$ cat src/rtl/serial_add_ctrl.sv
// Bit-serial W-bit adder: one full-adder cell (two half adders + OR) reused LSB-first over W cycles.
// Define SERIAL_ADD_CARRY_IN_EN to add an i_carry port that seeds the carry register.

module serial_add_half_adder (
    input  logic a,
    input  logic b,
    output logic sum,
    output logic carry
);
    assign sum   = a ^ b;
    assign carry = a & b;
endmodule

module serial_add_ctrl #(
    parameter int unsigned W = 4
) (
    input  logic         i_clk,
    input  logic         i_reset,
    input  logic         i_start,
    input  logic [W-1:0] i_a,
    input  logic [W-1:0] i_b,
`ifdef SERIAL_ADD_CARRY_IN_EN
    input  logic         i_carry,
`endif
    output logic         o_busy,
    output logic         o_done,
    output logic [W-1:0] o_sum,
    output logic         o_carry
);
    localparam int unsigned CntW = (W > 2) ? $clog2(W) : 1;
    localparam logic [CntW-1:0] LastCnt = CntW'(W - 1);

    typedef enum logic [1:0] {StIdle, StRun, StDone} state_e;

    state_e          state_q, state_d;
    logic [CntW-1:0] cnt_q, cnt_d;
    logic [W-1:0]    a_q, a_d, b_q, b_d, res_q, res_d;
    logic            carry_q, carry_d;
    logic [W-1:0]    sum_q, sum_d;
    logic            cout_q, cout_d;

    logic accept, last, carry_seed;
    logic ha1_sum, ha1_carry, bit_sum, ha2_carry, carry_next;

`ifdef SERIAL_ADD_CARRY_IN_EN
    assign carry_seed = i_carry;
`else
    assign carry_seed = 1'b0;
`endif

    // DONE accepts a new request just like IDLE, enabling back-to-back operation
    assign accept = i_start && (state_q == StIdle || state_q == StDone);
    assign last   = (state_q == StRun) && (cnt_q == LastCnt);

    serial_add_half_adder u_ha1 (
        .a     (a_q[0]),
        .b     (b_q[0]),
        .sum   (ha1_sum),
        .carry (ha1_carry)
    );

    serial_add_half_adder u_ha2 (
        .a     (ha1_sum),
        .b     (carry_q),
        .sum   (bit_sum),
        .carry (ha2_carry)
    );

    assign carry_next = ha1_carry | ha2_carry;

    // FSM: state register
    always_ff @(posedge i_clk) begin
        if (i_reset) begin
            state_q <= StIdle;
        end else begin
            state_q <= state_d;
        end
    end

    // FSM: next state
    always_comb begin
        state_d = state_q;
        unique case (state_q)
            StIdle:  if (accept) state_d = StRun;
            StRun:   if (last) state_d = StDone;
            StDone:  state_d = accept ? StRun : StIdle;
            default: state_d = StIdle;
        endcase
    end

    // FSM: outputs decoded from registered state only
    always_comb begin
        o_busy = 1'b0;
        o_done = 1'b0;
        unique case (state_q)
            StRun:   o_busy = 1'b1;
            StDone:  o_done = 1'b1;
            default: ;
        endcase
    end

    // Datapath next state
    always_comb begin
        a_d     = a_q;
        b_d     = b_q;
        res_d   = res_q;
        carry_d = carry_q;
        cnt_d   = cnt_q;
        sum_d   = sum_q;
        cout_d  = cout_q;
        if (accept) begin
            a_d     = i_a;
            b_d     = i_b;
            res_d   = '0;
            carry_d = carry_seed;
            cnt_d   = '0;
        end else if (state_q == StRun) begin
            a_d     = a_q >> 1;
            b_d     = b_q >> 1;
            res_d   = {bit_sum, res_q[W-1:1]};
            carry_d = carry_next;
            if (last) begin
                cnt_d  = '0;
                sum_d  = {bit_sum, res_q[W-1:1]};
                cout_d = carry_next;
            end else begin
                cnt_d = cnt_q + CntW'(1);
            end
        end
    end

    always_ff @(posedge i_clk) begin
        if (i_reset) begin
            a_q     <= '0;
            b_q     <= '0;
            res_q   <= '0;
            carry_q <= 1'b0;
            cnt_q   <= '0;
            sum_q   <= '0;
            cout_q  <= 1'b0;
        end else begin
            a_q     <= a_d;
            b_q     <= b_d;
            res_q   <= res_d;
            carry_q <= carry_d;
            cnt_q   <= cnt_d;
            sum_q   <= sum_d;
            cout_q  <= cout_d;
        end
    end

    assign o_sum   = sum_q;
    assign o_carry = cout_q;

endmodule

$ cat config.mk
export PLATFORM = sky130hd
export DESIGN_NAME = serial_add_ctrl
export DESIGN_NICKNAME = d
export VERILOG_FILES = /design/src/rtl/serial_add_ctrl.sv
export SDC_FILE = /design/constraint.sdc
export NUM_CORES = 1
export LEC_CHECK = 0
export BUFFER_PORTS_ARGS = -buffer_cell sky130_fd_sc_hd__buf_2
export CAP_MARGIN = 20
export CORE_ASPECT_RATIO = 0.75
export CORE_MARGIN = 4
export CORE_UTILIZATION = 40
export DETAILED_ROUTE_END_ITERATION = 10
export MAX_ROUTING_LAYER = met4
export PLACE_DENSITY = 0.72
export SLEW_MARGIN = 0
export SYNTH_ARGS = -nofsm -noshare
export SYNTH_HDL_FRONTEND = slang
export SYNTH_HIERARCHICAL = 1
export SYNTH_SLANG_ARGS = --single-unit
$ cat constraint.sdc
create_clock -name i_clk -period 1.4 [get_ports i_clk]
set_input_delay 0.21 -clock i_clk [delete_from_list [all_inputs] [get_ports i_clk]]
set_output_delay 0.21 -clock i_clk [all_outputs]
set_load 0.02 [all_outputs]
Word level (Yosys, flattened, before mapping)

Index checks and enable logic that the tools add are counted.

Bits in registers: 22
Word-level logic and storage cells: 39
Output and inout bits: 7

Bitwise operators: 6
$add $sub $neg: 1
Equal/unequal tests: 5
Multiplexer cells: 11
Reduce and logical (&&, ||, !) cells: 8

Operator list:

| kind                                                            | number |
|---|---|
| 4-bit two-way mux                                               | 4 |
| 2-bit two-way mux                                               | 3 |
| 2-bit case mux with 3 select lines                              | 1 |
| 2-bit == test, second input constant                            | 2 |
| 2-bit != test, second input constant                            | 2 |
| 1-bit two-way mux                                               | 3 |
| 3-bit AND reduction                                             | 1 |
| 2-bit by 1-bit adder with 2-bit output, second input constant   | 1 |
| 1-bit bitwise AND                                               | 2 |
| 2-bit by 1-bit == test with 1-bit output, second input constant | 1 |
| 1-bit logical AND                                               | 2 |
| 2-bit logical NOT                                               | 1 |
| 2-bit AND reduction                                             | 1 |
| 2-bit nonzero test                                              | 1 |
| 2-bit OR reduction                                              | 1 |
| 1-bit bitwise XOR                                               | 2 |
| 1-bit logical OR                                                | 1 |
| 1-bit inverter                                                  | 1 |
| 1-bit bitwise OR                                                | 1 |

Depth between registers and ports, before layout

Gate-level depths: netlist of run 1.

Depth in word-level cells: 5
Mapped depth: 5
Depth with buffers taken out: 4

Cells and area by module

The synthesis of run 1 kept the hierarchy.

Modules (own cells, without submodules):

| module                | area each (um^2) | instances | cells an instance | sequential area each (um^2) |
|---|---|---|---|---|
| serial_add_ctrl       | 822.0            | 1         | 95                | 420.4 |
| serial_add_half_adder | 12.5             | 2         | 1                 | 0.0 |

Worst setup path before layout of run 1

OpenSTA, ideal clock, no wires.

Kind: register to register
From: reg cnt_q[0]
To: reg cnt_q[0]
Slack: 216 ps
Arrival: 1114 ps
Stages on the path, launching flop included: 5
Library setup time: 70 ps
Cells stage by stage: dfxtp_1 -> ha_1 -> clkbuf_1 -> or3_1 -> a21oi_1

Longest elaborated chain between the ends: 3
Elaborated cells between the ends (all ways): 4

Ends and longest elaborated chain:

| element                                                                        | RTL line | RTL |
|---|---|---|
| start, declared                                                                | 36       | `logic [CntW-1:0] cnt_q, cnt_d;` |
| start signal, assigned                                                         | 146      | `cnt_q <= cnt_d;` |
| branches (longest 2 deep; another with 2-bit by 1-bit adder with 2-bit output) | n/a      |  |
| 2-bit two-way mux *                                                            | 122      | `if (last) begin` |

Every way passes the cells marked *.
A chain may end at the register's enable or synchronous reset.

Worst setup path in the final report of run 1

From: reg state_q[1]
To: out o_busy

Longest elaborated chain between the ends: 2

Ends and longest elaborated chain:

| element                                  | RTL line | RTL |
|---|---|---|
| start, declared                          | 35       | `state_e state_q, state_d;` |
| start signal, assigned                   | 74       | `state_q <= StIdle;` |
| start signal, assigned                   | 76       | `state_q <= state_d;` |
| 2-bit by 1-bit == test with 1-bit output | 95       | `unique case (state_q)` |
| 1-bit two-way mux                        | 95       |  |
| end, declared                            | 25       | `output logic o_busy,` |

No other way between the ends.

==> reports/qor.txt, run 1 <==
STA
--------------------------------------------------------------------------------------
Final slew viol count                                                                0
Max-slew headroom at the worst pin                                              74.77%
Transition time at the pin with the least slew margin                        0.3784 ns
Peak clock frequency supported by timing                                    0.7487 GHz
Aggregate negative setup slack                                                    0 ns
Number of setup violations in the final report                                       0
Ratio of final minimum period to clock period                                   95.40%
Clock period minus final worst setup slack                                    1.336 ns
RSZ-0062 raised after global routing                                                no
Final setup skew                                                           0.002801 ns
Count of final hold-check violations                                                 0

ROUTING
--------------------------------------------------------------------------------------
Via-to-Cell Ratio                                                                5.123
Average wire per standard cell                                                11.75 um
First-pass detailed-route iteration total                                            4
Number of nets with antenna violations after detailed routing                        0
Number of DRC markers in iteration 0                                                24
Total wire length                                                              1622 um
Vias after detailed routing                                                        707
DRC                                                                                  0

GLOBAL ROUTE
--------------------------------------------------------------------------------------
Initial antenna violation count                                                      0
Remaining Overflow, GRT                                                              0
Pin count of the biggest net entering global routing                                18
Total Routing Usage GR                                                          12.82%
Via count of the first global-routing pass                                         605
Wire length of the first global-routing pass                                   2684 um

PLACEMENT
--------------------------------------------------------------------------------------
Number of port buffers                                                              17
Half-perimeter wire length after placement                                     1185 um
Routability congestion estimate from global placement                           0.7756
Placement-stage cell area                                                   943.4 um^2

STATUS
--------------------------------------------------------------------------------------
Status                                                                    complete, no violations

POWER AND IR DROP
--------------------------------------------------------------------------------------
Leakage power total                                                          0.3945 nW
Sum of internal, switching and leakage power                                  1.062 mW
IR drop worst, VDD                                                           0.6383 mV
PwrDens                                                                   1086 nW/um^2

SYNTH
--------------------------------------------------------------------------------------
Cell area after synthesis                                                   847.1 um^2
#FFs+latches synth                                                                  21
Cell variety after synth                                                            23
Mapped Nets                                                                        111
Post-synthesis cell count                                                           97
Count of yosys warnings during synthesis                                             6
Post-synthesis area per instance                                            8.733 um^2
Part of the Yosys area used for sequential elements                             49.63%

FINAL LAYOUT
--------------------------------------------------------------------------------------
Area added between synthesis and finish                                         15.51%
Area taken by multi-input logic gates                                       381.6 um^2
Diodes inserted                                                                      0
Top library cells by usage in the layout, fill and taps aside             dfxtp_1 (20), nand2_1 (17), buf_2 (16), a21oi_1 (11), nor3_1 (8)
Register cell area after layout                                             421.7 um^2
# nets final                                                                       129
Fill cell instance count of the final layout                                       189
Most frequent standard cell in the layout excluding fill and tap cells         dfxtp_1
Fraction of final layout cells sized beyond drive strength 1                    23.68%
Post-route cell area                                                        978.4 um^2

SETUP PATH
--------------------------------------------------------------------------------------
CP Launch Type                                                               flip-flop
CP arrival                                                                     1.13 ns
CP required                                                                    1.19 ns
Largest fanout on the critical path                                                 17
Worst setup EP type                                                         output pin
Type of the setup path with the least slack                                    reg2out
Register-to-Register Path Depth                                                      4

FLOORPLANNING
--------------------------------------------------------------------------------------
DIE AREA                                                                     2926 um^2
Starting density of the core                                                    42.05%
Core area                                                                    2014 um^2
Height of the die                                                             47.86 um
Number of primary I/O pins                                                          18
FP Rows                                                                             14
Die X                                                                         61.14 um

CLOCK TREE
--------------------------------------------------------------------------------------
Count of hold buffers inserted by post-cts repair                                    0
Clock slew at the register clock pins of the worst setup and hold paths        0.11 ns
Sinks on the clock net                                                              21
Post-CTS setup buffer count                                                          0
CTS tree                                                                           yes
H-tree depth                                                                         1
Buffer type at the clock tree root                                            clkbuf_4
Clock Path Buffers                                                                   2
Clock Latency Late Sink                                                        0.29 ns
Clock buffer count from CTS                                                          3

MIN PATH
--------------------------------------------------------------------------------------
Hold Path Cell Cnt                                                                   3
Type of the most critical hold path                                             in2reg

RUN
--------------------------------------------------------------------------------------
Maximum Capacitance Violations                                                       0

logic make-up (layout without fill, tap and decap cells):
kind of cell | Yosys count | in the layout | synth area share (%)
flip-flops | 21 | 21 | 49.63
AO/OA/AOI/OAI | 20 | 20 | 14.48
buffers and inverters | 8 | 25 | 5.317
adder cells (fa/ha/maj) | 3 | 3 | 4.432
AND/OR/NAND/NOR | 43 | 43 | 23.78
multiplexers | 2 | 2 | 2.363
worst paths after layout:
| check | endpoint | slack [ns] | startpoint |
|---|---|---|---|
| worst max register to register | cnt_q[0]$_SDFFE_PP0P_ | 0.15 | state_q[1]$_SDFFE_PP0P_ |
| worst min-delay path | a_q[0]$_SDFFE_PP0P_ | 0.19 | i_a[0] |
| worst min register to register | o_sum[3]$_SDFFE_PP0P_ | 0.46 | o_sum[3]$_SDFFE_PP0P_ |
| worst max-delay path | o_busy | 0.06 | state_q[1]$_SDFFE_PP0P_ |
cell usage after synthesis, drive strengths merged:
library cell | count | share of area (%)
o21a | 1 | 0.89
inv | 1 | 0.44
mux2i | 2 | 2.4
nor2b | 2 | 1.5
nand3b | 1 | 0.89
a22oi | 1 | 0.89
clkbuf | 2 | 0.89
a311oi | 3 | 3.1
nand2 | 17 | 7.5
buf | 5 | 4.0
o22ai | 3 | 2.2
nand3 | 5 | 3.0
nand2b | 3 | 2.8
a211oi | 1 | 0.89
a21oi | 11 | 6.5
or3 | 1 | 0.74
ha | 3 | 4.4
dfxtp | 21 | 50
nor2 | 6 | 2.7
nor3 | 8 | 4.7
worst max-delay path, stage by stage (launching register included):
cell and delay [ns]:
dfxtp_1 0.33, nand2b_2 0.21, inv_6 0.13, buf_4 0.16
report_power, final:
group / switching (mW) / internal (mW)
logic: 0.0829 / 0.0624
clock network: 0.165 / 0.111
registers: 0.0161 / 0.625
state kept, by name (all words and copies together) (netlist names):
name and count:
a_q 4, b_q 4, o_carry 1, cnt_q 2, o_sum 4, res_q 3
state_q 2, carry_q 1
routing by layer:
layer  global-route usage (%)  vias to the layer above  share of wire, %  wire [um]
met3                    2.695                        2               4.5         73
met2                    17.72                       20                41        671
met5                        -                        -                 0          0
met4                    5.195                        0              0.86         14
li1                         -                      375                 -          -
met1                    17.92                      310                53        862
repair_timing:
action	4_1_cts	5_1_grt
hold endpoints to repair	0	0
gates resized for setup	1	3
endpoints found under the setup margin	1	1
metrics by stage:
stage	worst slack [ns]	hold slack (ns)	std cells	util, %
2_1_floorplan	0.2163	0.2821	97	-
3_3_place_gp	0.2137	0.4435	134	46.83
3_5_place_dp	0.1869	0.4451	134	46.83
4_1_cts	0.01181	0.1838	138	48.26
5_1_grt	0.003264	0.1948	138	48.57
6_report	0.06434	0.1900	138	48.57
cell type report:
class	instances	area share (%)
Clock buffer	4	2.685
Inverter	1	0.8951
Multi-Input combinational cell	68	39.00
Sequential cell	21	43.09
Tap cell	24	3.069
Timing Repair Buffer	20	11.25
Power figures use the tool's default switching activity.
==> inputs of run 2 (changes only) <==
Settings changed: ABC_AREA set to 0, PLACE_DENSITY 0.72 to unset.
==> run 2 against run 1 <==
Sequential cell count stayed put. Clock-buffer cell count stayed put. Via count is 4.2% higher. Global-route usage is 1.9 points higher. Worst setup slack better by 0.064 ns. Clock skew is 0.0045 ns higher. Utilization is 1.5 points higher. Critical endpoint unchanged.
==> reports/qor.txt, run 2 (synthesized netlist as in run 1, its figures left out) <==
ROUTING
--------------------------------------------------------------------------------------
Number of nets with antenna violations after detailed routing                        0
Vias after detailed routing                                                        737
Average wire per standard cell                                                12.69 um
Via-to-Cell Ratio                                                                5.190
Number of DRC markers in iteration 0                                                29
Total wire length                                                              1802 um
First-pass detailed-route iteration total                                            4
DRC                                                                                  0

STA
--------------------------------------------------------------------------------------
Number of setup violations in the final report                                       0
Min Hold Slack                                                               0.1737 ns
Final slew viol count                                                                0
Transition time at the pin with the least slew margin                        0.3094 ns
Final worst slack                                                            0.1281 ns
Aggregate negative setup slack                                                    0 ns
RSZ-0062 raised after global routing                                                no
Max-slew headroom at the worst pin                                              79.37%
Clock period minus final worst setup slack                                    1.272 ns
Count of final hold-check violations                                                 0
Peak clock frequency supported by timing                                    0.7862 GHz
Ratio of final minimum period to clock period                                   90.85%
Final setup skew                                                           0.007324 ns

STATUS
--------------------------------------------------------------------------------------
Status                                                                    complete, no violations

SETUP PATH
--------------------------------------------------------------------------------------
Worst setup EP type                                                         output pin
Maximum cell stage delay along the critical path                               0.33 ns
CP arrival                                                                     1.06 ns
CP Launch Type                                                               flip-flop
Critical path's top delay family                                            flip-flops
Cell Chain, Critical Path                                                 nand2b_2, clkinv_4, buf_4
CP required                                                                    1.19 ns
Bufs and invs on worst path                                                          2
Largest fanout on the critical path                                                  8
Worst path slowest cell                                                        dfxtp_1
Type of the setup path with the least slack                                    reg2out

FLOORPLANNING
--------------------------------------------------------------------------------------
FP Rows                                                                             14
DIE AREA                                                                     2926 um^2
Number of primary I/O pins                                                          18
Height of the die                                                             47.86 um
Die X                                                                         61.14 um
Starting density of the core                                                    42.05%
Core area                                                                    2014 um^2

CLOCK TREE
--------------------------------------------------------------------------------------
Sinks on the clock net                                                              21
H-tree depth                                                                         1
Buffer type at the clock tree root                                            clkbuf_4
Clock Latency Late Sink                                                        0.30 ns
CTS tree                                                                           yes
Clock Path Buffers                                                                   2
Clock buffer count from CTS                                                          3
Count of hold buffers inserted by post-cts repair                                    0
Clock slew at the register clock pins of the worst setup and hold paths        0.11 ns

GLOBAL ROUTE
--------------------------------------------------------------------------------------
Total Routing Usage GR                                                          14.76%
Via count of the first global-routing pass                                         661
Initial antenna violation count                                                      0
Wire length of the first global-routing pass                                   2939 um
Pin count of the biggest net entering global routing                                18
Remaining Overflow, GRT                                                              0

POWER AND IR DROP
--------------------------------------------------------------------------------------
Fraction of power consumed by sequential logic                                   58.8%
Switching portion of total power                                                25.83%
Net Sw Power                                                                  282.2 uW
PwrDens                                                                   1084 nW/um^2
Leakage power total                                                          0.4142 nW
Cell internal power dissipation                                               810.5 uW
Fraction of power consumed by the clock network                                  26.3%
IR drop worst, VDD                                                           0.5635 mV
Part of the power in combinational logic                                         14.9%

FINAL LAYOUT
--------------------------------------------------------------------------------------
Top library cells by usage in the layout, fill and taps aside             dfxtp_1 (20), nand2_1 (17), buf_2 (16), a21oi_1 (11)
Area added between synthesis and finish                                         19.06%
Fraction of final layout cells sized beyond drive strength 1                    26.27%
Fill cell instance count of the final layout                                       206
Most frequent standard cell in the layout excluding fill and tap cells         dfxtp_1
# nets final                                                                       133
Diodes inserted                                                                      0

PLACEMENT
--------------------------------------------------------------------------------------
Worst slack, placed                                                          0.1684 ns
Half-perimeter wire length after placement                                     1283 um
Number of port buffers                                                              17
Routability congestion estimate from global placement                           0.7743

RUN
--------------------------------------------------------------------------------------
Maximum Capacitance Violations                                                       0

MIN PATH
--------------------------------------------------------------------------------------
Type of the most critical hold path                                             in2reg

[run 2: worst paths after layout]
path,start,endpoint,slack (ns),cells past startpoint
min,i_a[2],a_q[2]$_SDFFE_PP0P_,0.17,3
max,state_q[1]$_SDFFE_PP0P_,o_busy,0.13,3
min reg2reg,o_sum[1]$_SDFFE_PP0P_,o_sum[1]$_SDFFE_PP0P_,0.46,2
max reg2reg,a_q[0]$_SDFFE_PP0P_,o_sum[3]$_SDFFE_PP0P_,0.15,4
[run 2: metrics by stage]
| step | area, um^2 | power [mW] | std cells | utilization (%) |
|---|---|---|---|---|
| 2_1_floorplan | 847.1 | 0.7575 | 97 | - |
| 3_3_place_gp | 950.9 | 0.8007 | 135 | 47.21 |
| 3_5_place_dp | 950.9 | 0.8031 | 135 | 47.21 |
| 4_1_cts | 983.4 | 1.094 | 139 | 48.82 |
| 5_1_grt | 1008 | 1.156 | 142 | 50.06 |
| 6_report | 1008 | 1.093 | 142 | 50.06 |
[run 2: power groups by stage]
stage / clock network [mW] / registers [mW] / logic [mW]
after floorplan: 0 / 0.651 / 0.107
after global placement: 0 / 0.655 / 0.146
after detailed placement: 0 / 0.656 / 0.147
after CTS: 0.300 / 0.643 / 0.151
after global routing: 0.328 / 0.647 / 0.181
final: 0.288 / 0.643 / 0.163
[run 2: timing repair]
item | 4_1_cts | 5_1_grt
setup buffers | 0 | 3
setup endpoints to repair | 1 | 1
gates resized for setup | 3 | 2
[run 2: tightest hold or removal path: cells and delay by family]
kind / cells / cell delay [ns]
AND/OR/NAND/NOR: 1 / 0.09
buffers and inverters: 1 / 0.10
AO/OA/AOI/OAI: 1 / 0.05
[run 2: routing by layer]
metal,part of all wire (%),track usage [%],up-vias,routed length [um]
met3,5.1,4.852,5,92
met2,43,20.89,14,778
met1,50,19.04,335,906
met4,1.3,6.494,0,24
li1,-,-,383,-
met5,0,-,-,0
[run 2: cell type report]
cell class | count | area [um^2] | area share (%)
repair buffers | 24 | 140.1 | 13.90
well taps | 24 | 30.03 | 2.978
flip-flops and latches | 21 | 421.7 | 41.81
multi-input cells | 68 | 381.6 | 37.84
inverters | 1 | 8.758 | 0.8685
clock buffers | 4 | 26.28 | 2.605
